--- src/rtl/montgomery_sequencer.sv ---
// Control FSM for the radix-4 Montgomery multiplier: walks the A digits, drives
// the operand-select mux, handshakes the wide adder, then requests the final subtraction.
module montgomery_sequencer #(
  parameter int N_BITS = 1024,
  parameter int DIGITS = N_BITS / 2,
  parameter int CNT_W  = $clog2(DIGITS)
) (
  input  logic       clk,
  input  logic       reset,
  input  logic       start,
  input  logic [1:0] a_digit,
  input  logic [1:0] c_low,
  input  logic [1:0] m_inv,
  input  logic       add_done,
  input  logic       sub_done,
  output logic [2:0] sel,
  output logic       add_start,
  output logic       acc_shift,
  output logic       a_shift,
  output logic       final_sub,
  output logic       busy,
  output logic       done
);

  typedef enum logic [3:0] {
    IDLE, ADD_B, WAIT_B, ADD_M, WAIT_M, SHIFT, FINAL, WAIT_FINAL, DONE
  } state_t;

  state_t           state, state_nxt;
  logic [CNT_W-1:0] cnt, cnt_nxt;

  logic [2:0] sel_nxt, b_code, m_code;
  logic [1:0] q;
  logic       add_start_nxt, acc_shift_nxt, a_shift_nxt, final_sub_nxt, busy_nxt, done_nxt;

  // Digit d>0 selects (d)*B, encoded as {1, d-1}; digit 0 selects the zero operand.
  assign b_code = (a_digit == 2'd0) ? 3'b000 : {1'b1, a_digit - 2'd1};
  assign q      = c_low * m_inv;
  assign m_code = {1'b0, q};

  always_ff @(posedge clk) begin
    if (reset) begin
      state <= IDLE;
      cnt   <= '0;
    end else begin
      state <= state_nxt;
      cnt   <= cnt_nxt;
    end
  end

  always_comb begin
    state_nxt = state;
    cnt_nxt   = cnt;
    case (state)
      IDLE:       if (start) begin
                    state_nxt = ADD_B;
                    cnt_nxt   = '0;
                  end
      ADD_B:      state_nxt = WAIT_B;
      WAIT_B:     if (add_done) state_nxt = ADD_M;
      ADD_M:      state_nxt = WAIT_M;
      WAIT_M:     if (add_done) state_nxt = SHIFT;
      SHIFT:      if (cnt == CNT_W'(DIGITS - 1)) state_nxt = FINAL;
                  else begin
                    state_nxt = ADD_B;
                    cnt_nxt   = cnt + CNT_W'(1);
                  end
      FINAL:      state_nxt = WAIT_FINAL;
      WAIT_FINAL: if (sub_done) state_nxt = DONE;
      DONE:       state_nxt = IDLE;
      default:    state_nxt = IDLE;
    endcase
  end

  // Outputs are decoded from the next state and registered, so each output
  // lines up with the state it belongs to without any input-to-output path.
  always_comb begin
    sel_nxt       = sel;
    add_start_nxt = (state_nxt == ADD_B) || (state_nxt == ADD_M);
    acc_shift_nxt = (state_nxt == SHIFT);
    a_shift_nxt   = (state_nxt == SHIFT);
    final_sub_nxt = (state_nxt == FINAL);
    busy_nxt      = (state_nxt != IDLE);
    done_nxt      = (state_nxt == DONE);
    case (state_nxt)
      ADD_B:            sel_nxt = b_code;
      ADD_M:            sel_nxt = m_code;
      FINAL, DONE, IDLE: sel_nxt = 3'b000;
      default:          sel_nxt = sel;
    endcase
  end

  always_ff @(posedge clk) begin
    if (reset) begin
      sel       <= 3'b000;
      add_start <= 1'b0;
      acc_shift <= 1'b0;
      a_shift   <= 1'b0;
      final_sub <= 1'b0;
      busy      <= 1'b0;
      done      <= 1'b0;
    end else begin
      sel       <= sel_nxt;
      add_start <= add_start_nxt;
      acc_shift <= acc_shift_nxt;
      a_shift   <= a_shift_nxt;
      final_sub <= final_sub_nxt;
      busy      <= busy_nxt;
      done      <= done_nxt;
    end
  end

endmodule

--- config.mk ---
export PLATFORM = sky130hd
export DESIGN_NAME = montgomery_sequencer
export DESIGN_NICKNAME = d
export VERILOG_FILES = /design/src/rtl/montgomery_sequencer.sv
export SDC_FILE = /design/constraint.sdc
export NUM_CORES = 1
export LEC_CHECK = 0
export BUFFER_PORTS_ARGS = -buffer_cell sky130_fd_sc_hd__buf_2
export CAP_MARGIN = 10
export CORE_MARGIN = 1
export CORE_UTILIZATION = 46
export CTS_CLUSTER_SIZE = 24
export DETAILED_ROUTE_END_ITERATION = 10
export GPL_TIMING_DRIVEN = 0
export PLACE_DENSITY = 0.68
export SYNTH_ARGS = -nofsm -noshare
export SYNTH_HDL_FRONTEND = slang
export SYNTH_SLANG_ARGS = --single-unit
--- constraint.sdc ---
create_clock -name clk -period 4.55 [get_ports clk]
set_clock_uncertainty 0.2 [all_clocks]
set_input_delay 0.455 -clock clk [delete_from_list [all_inputs] [get_ports clk]]
set_output_delay 0.455 -clock clk [all_outputs]
set_load 0.02 [all_outputs]
==> out/metrics.json <==
{
  "drt": {
    "first_pass_iters": 4,
    "number_of_routed_nets_with_antenna_violations": 0,
    "drcViolationCount": 0,
    "routed_wire_length_per_instance_um": 13.1,
    "drt_wirelength_um": 2350,
    "routed-via-count": 965,
    "drt-vias-per-instance": 5.39,
    "drt_iter0_markers": 9
  },
  "timing": {
    "tightestPinTransition_ns": 0.436,
    "setup_violations": 0,
    "final_min_period_over_clock_period_pct": 59.7,
    "finalHoldViolations": 0,
    "grt_setup_unrepaired": "no",
    "fmax_mhz": 368,
    "final_period_minus_worst_setup_slack_ns": 2.72,
    "timing.max_slew.rel_slack_pct": 70.9,
    "timing_max_transition_violations_final": 0,
    "final.setup.tns_ns": 0
  },
  "synth": {
    "synth_area_leaders": "sky130_fd_sc_hd__dfxtp_1, sky130_fd_sc_hd__nor2_1, sky130_fd_sc_hd__nand2_1, sky130_fd_sc_hd__xor2_1, sky130_fd_sc_hd__nand2b_1",
    "async_flop_share_pct": 0,
    "netlist-cell-type-count": 46,
    "netlist.area_leader.share_pct": 36.3,
    "synth.avg_cell_area_um2": 9.04,
    "post_synth_most_frequent_cells": "sky130_fd_sc_hd__dfxtp_1, sky130_fd_sc_hd__nor2_1, sky130_fd_sc_hd__nand2_1, sky130_fd_sc_hd__nand3_1",
    "synthesis.instances": 128,
    "synth.net_count": 141,
    "synth_seq_area_share_pct": 36.3,
    "synth_edf_count": 0,
    "synth_top_cell_by_area": "sky130_fd_sc_hd__dfxtp_1",
    "top_count_cell_post_synth": "sky130_fd_sc_hd__dfxtp_1",
    "synth-warning-count": 0,
    "flops_latches_synth": 21,
    "synth-main-ff-cell": "sky130_fd_sc_hd__dfxtp_1",
    "netlist_area_um2": 1160
  },
  "layout": {
    "insertedDiodeCount": 0,
    "drive_gt1_share_pct": 25.2,
    "stdcell_count": 179,
    "finished_cell_area_um2": 1320,
    "final_nets": 165,
    "area_delta_synth_final_pct": 13.6,
    "num-fill-cells": 224
  },
  "floorplan": {
    "die_height_um": 52.2,
    "floorplan.initialDensity_pct": 50.4,
    "floorplan.die_area_um2": 2720,
    "pin_count": 20,
    "coreArea_um2": 2300,
    "dieWidth_um": 52.2,
    "placement_rows": 17
  },
  "run": {
    "max_cap_viol_count": 0
  },
  "critical_path": {
    "worst-path-max-fanout": 10,
    "cp-start-kind": "flip-flop",
    "critical_path_arrival_ns": 2.74,
    "cp_data_required_time_ns": 4.58,
    "setup.worst_path.class": "reg -> reg",
    "critical_path_end_type": "flip-flop"
  },
  "placed_design": {
    "place_hpwl_um": 1820,
    "dpl-instance-area_um2": 1290,
    "numPortBuffers": 19,
    "place.detailed.instances": 175,
    "routabilityCongestion": 0.809
  },
  "clock_network": {
    "holdBufCountCts": 0,
    "clock_sink_count": 21,
    "tritoncts": "yes",
    "clock_latency_ns": 0.31,
    "clockRootBuffer": "sky130_fd_sc_hd__clkbuf_4",
    "cts_made_buffers": 3,
    "postCtsSetupRepairBufs": 0,
    "max-clock-path-buffers": 2,
    "worst_setup_hold_path_clk_slew_ns": 0.12,
    "post_cts_resized": 0,
    "number_of_h_tree_branching_levels": 1
  },
  "power": {
    "swShare_pct": 31.1,
    "max-vdd-ir-drop_v": 0.000185,
    "sequentialPowerShare_pct": 49.9,
    "power.density_cell_area_nw_per_um2": 308,
    "cell_internal_pwr_mw": 0.279,
    "part_of_the_power_in_combinational_logic_pct": 28.1,
    "clock_power_share_pct": 22.0,
    "p_total_mw": 0.405,
    "power_leakage_nw": 0.531,
    "switchingPower_mw": 0.126
  },
  "worst_hold_path": {
    "class_of_the_tightest_hold_or_removal_check": "in -> reg"
  },
  "global_route": {
    "grt_usage_pct": 20.8,
    "grt_pass1_wl_um": 4080,
    "first_global_vias": 917,
    "globalRouteOverflowTotal": 0,
    "initial_antenna_violation_count": 0,
    "grt_max_degree": 13
  },
  "status": {
    "run_status": "completed"
  }
}
## power groups by stage
stage / sequential [mW] / combinational (mW) / clock [mW]
2_1_floorplan: 0.216 / 0.0758 / 0
3_3_place_gp: 0.206 / 0.112 / 0
3_5_place_dp: 0.206 / 0.114 / 0
4_1_cts: 0.202 / 0.115 / 0.0923
5_1_grt: 0.204 / 0.126 / 0.101
6_report: 0.202 / 0.114 / 0.0892
## critical path: stages (launching register included)
cell and delay [ns]:
sky130_fd_sc_hd__dfxtp_1 0.39, sky130_fd_sc_hd__ha_1 0.23, sky130_fd_sc_hd__nand3_1 0.10, sky130_fd_sc_hd__nor2_1 0.11, sky130_fd_sc_hd__ha_1 0.33, sky130_fd_sc_hd__and3b_1 0.26, sky130_fd_sc_hd__o21ai_4 0.29, sky130_fd_sc_hd__o2bb2a_4 0.21
sky130_fd_sc_hd__a221o_1 0.30, sky130_fd_sc_hd__a311oi_1 0.22
## state kept, by name, indices dropped and copies added (netlist names)
name,flops
a_shift,1
add_start,1
busy,1
cnt,9
done,1
final_sub,1
sel,3
state,4
## area by class of cell
class                   instances  area [µm²]  share of cell area (%)
multi-input cells             100         684                    52.0
flip-flops and latches         21         420                    32.0
repair buffers                 19        95.1                    7.23
plain buffers                   6        48.8                    3.71
well taps                      28        35.0                    2.66
clock buffers                   3        22.5                    1.71
clock inverters                 1        5.00                   0.381
inverters                       1        3.75                   0.285
## cells in the final DEF (no fill, tap or decap), drive strengths merged, types with 3 or more instances in the layout
master / n
buf: 24
dfxtp: 21
nor2: 16
nand2: 13
nand3: 6
a21oi: 5
nand2b: 5
o21ai: 5
clkbuf: 4
xor2: 4
xnor2: 3
and2: 3
## cell families (layout without fill, tap and decap cells)
logic type	count (synthesis)	in the layout	share of synthesized area (%)
DFF	21	21	36.3
buffers and inverters	7	30	4.54
adders and majority gates	2	2	2.16
xor gates and xnor gates	7	7	5.30
AOI/OAI and AO/OA	26	26	19.8
and+or+nand+nor	65	65	31.9
## layer usage
| layer | up-vias | wire length [µm] | share of wire, % | track usage [%] |
|---|---|---|---|---|
| met5 | - | 0 | 0 | 0 |
| met4 | 0 | 34 | 1.4 | 9.21 |
| met3 | 2 | 77 | 3.3 | 5.56 |
| met2 | 19 | 1180 | 50 | 35.9 |
| met1 | 439 | 1060 | 45 | 23.8 |
| li1 | 505 | - | - | - |
## final timing paths
path	startpoint	to	slack, ns	cells after the start
setup reg to reg	cnt[0]	sel[1]	1.83	9
setup / recovery	cnt[0]	sel[1]	1.83	9
hold reg to reg	sel[2]	sel[2]	0.27	2
hold / removal	reset	state[0]	0.17	2
## stage by stage
step | setup slack (ns) | hold WS [ns] | utilization [%]
after detailed placement | 1.84 | 0.255 | 56.0
after global placement | 1.88 | 0.242 | 56.0
after CTS | 1.81 | 0.170 | 57.2
after global routing | 1.67 | 0.175 | 57.2
after floorplan | 2.17 | 0.236 | -
final | 1.83 | 0.174 | 57.2
Power figures use the tool's default switching activity.
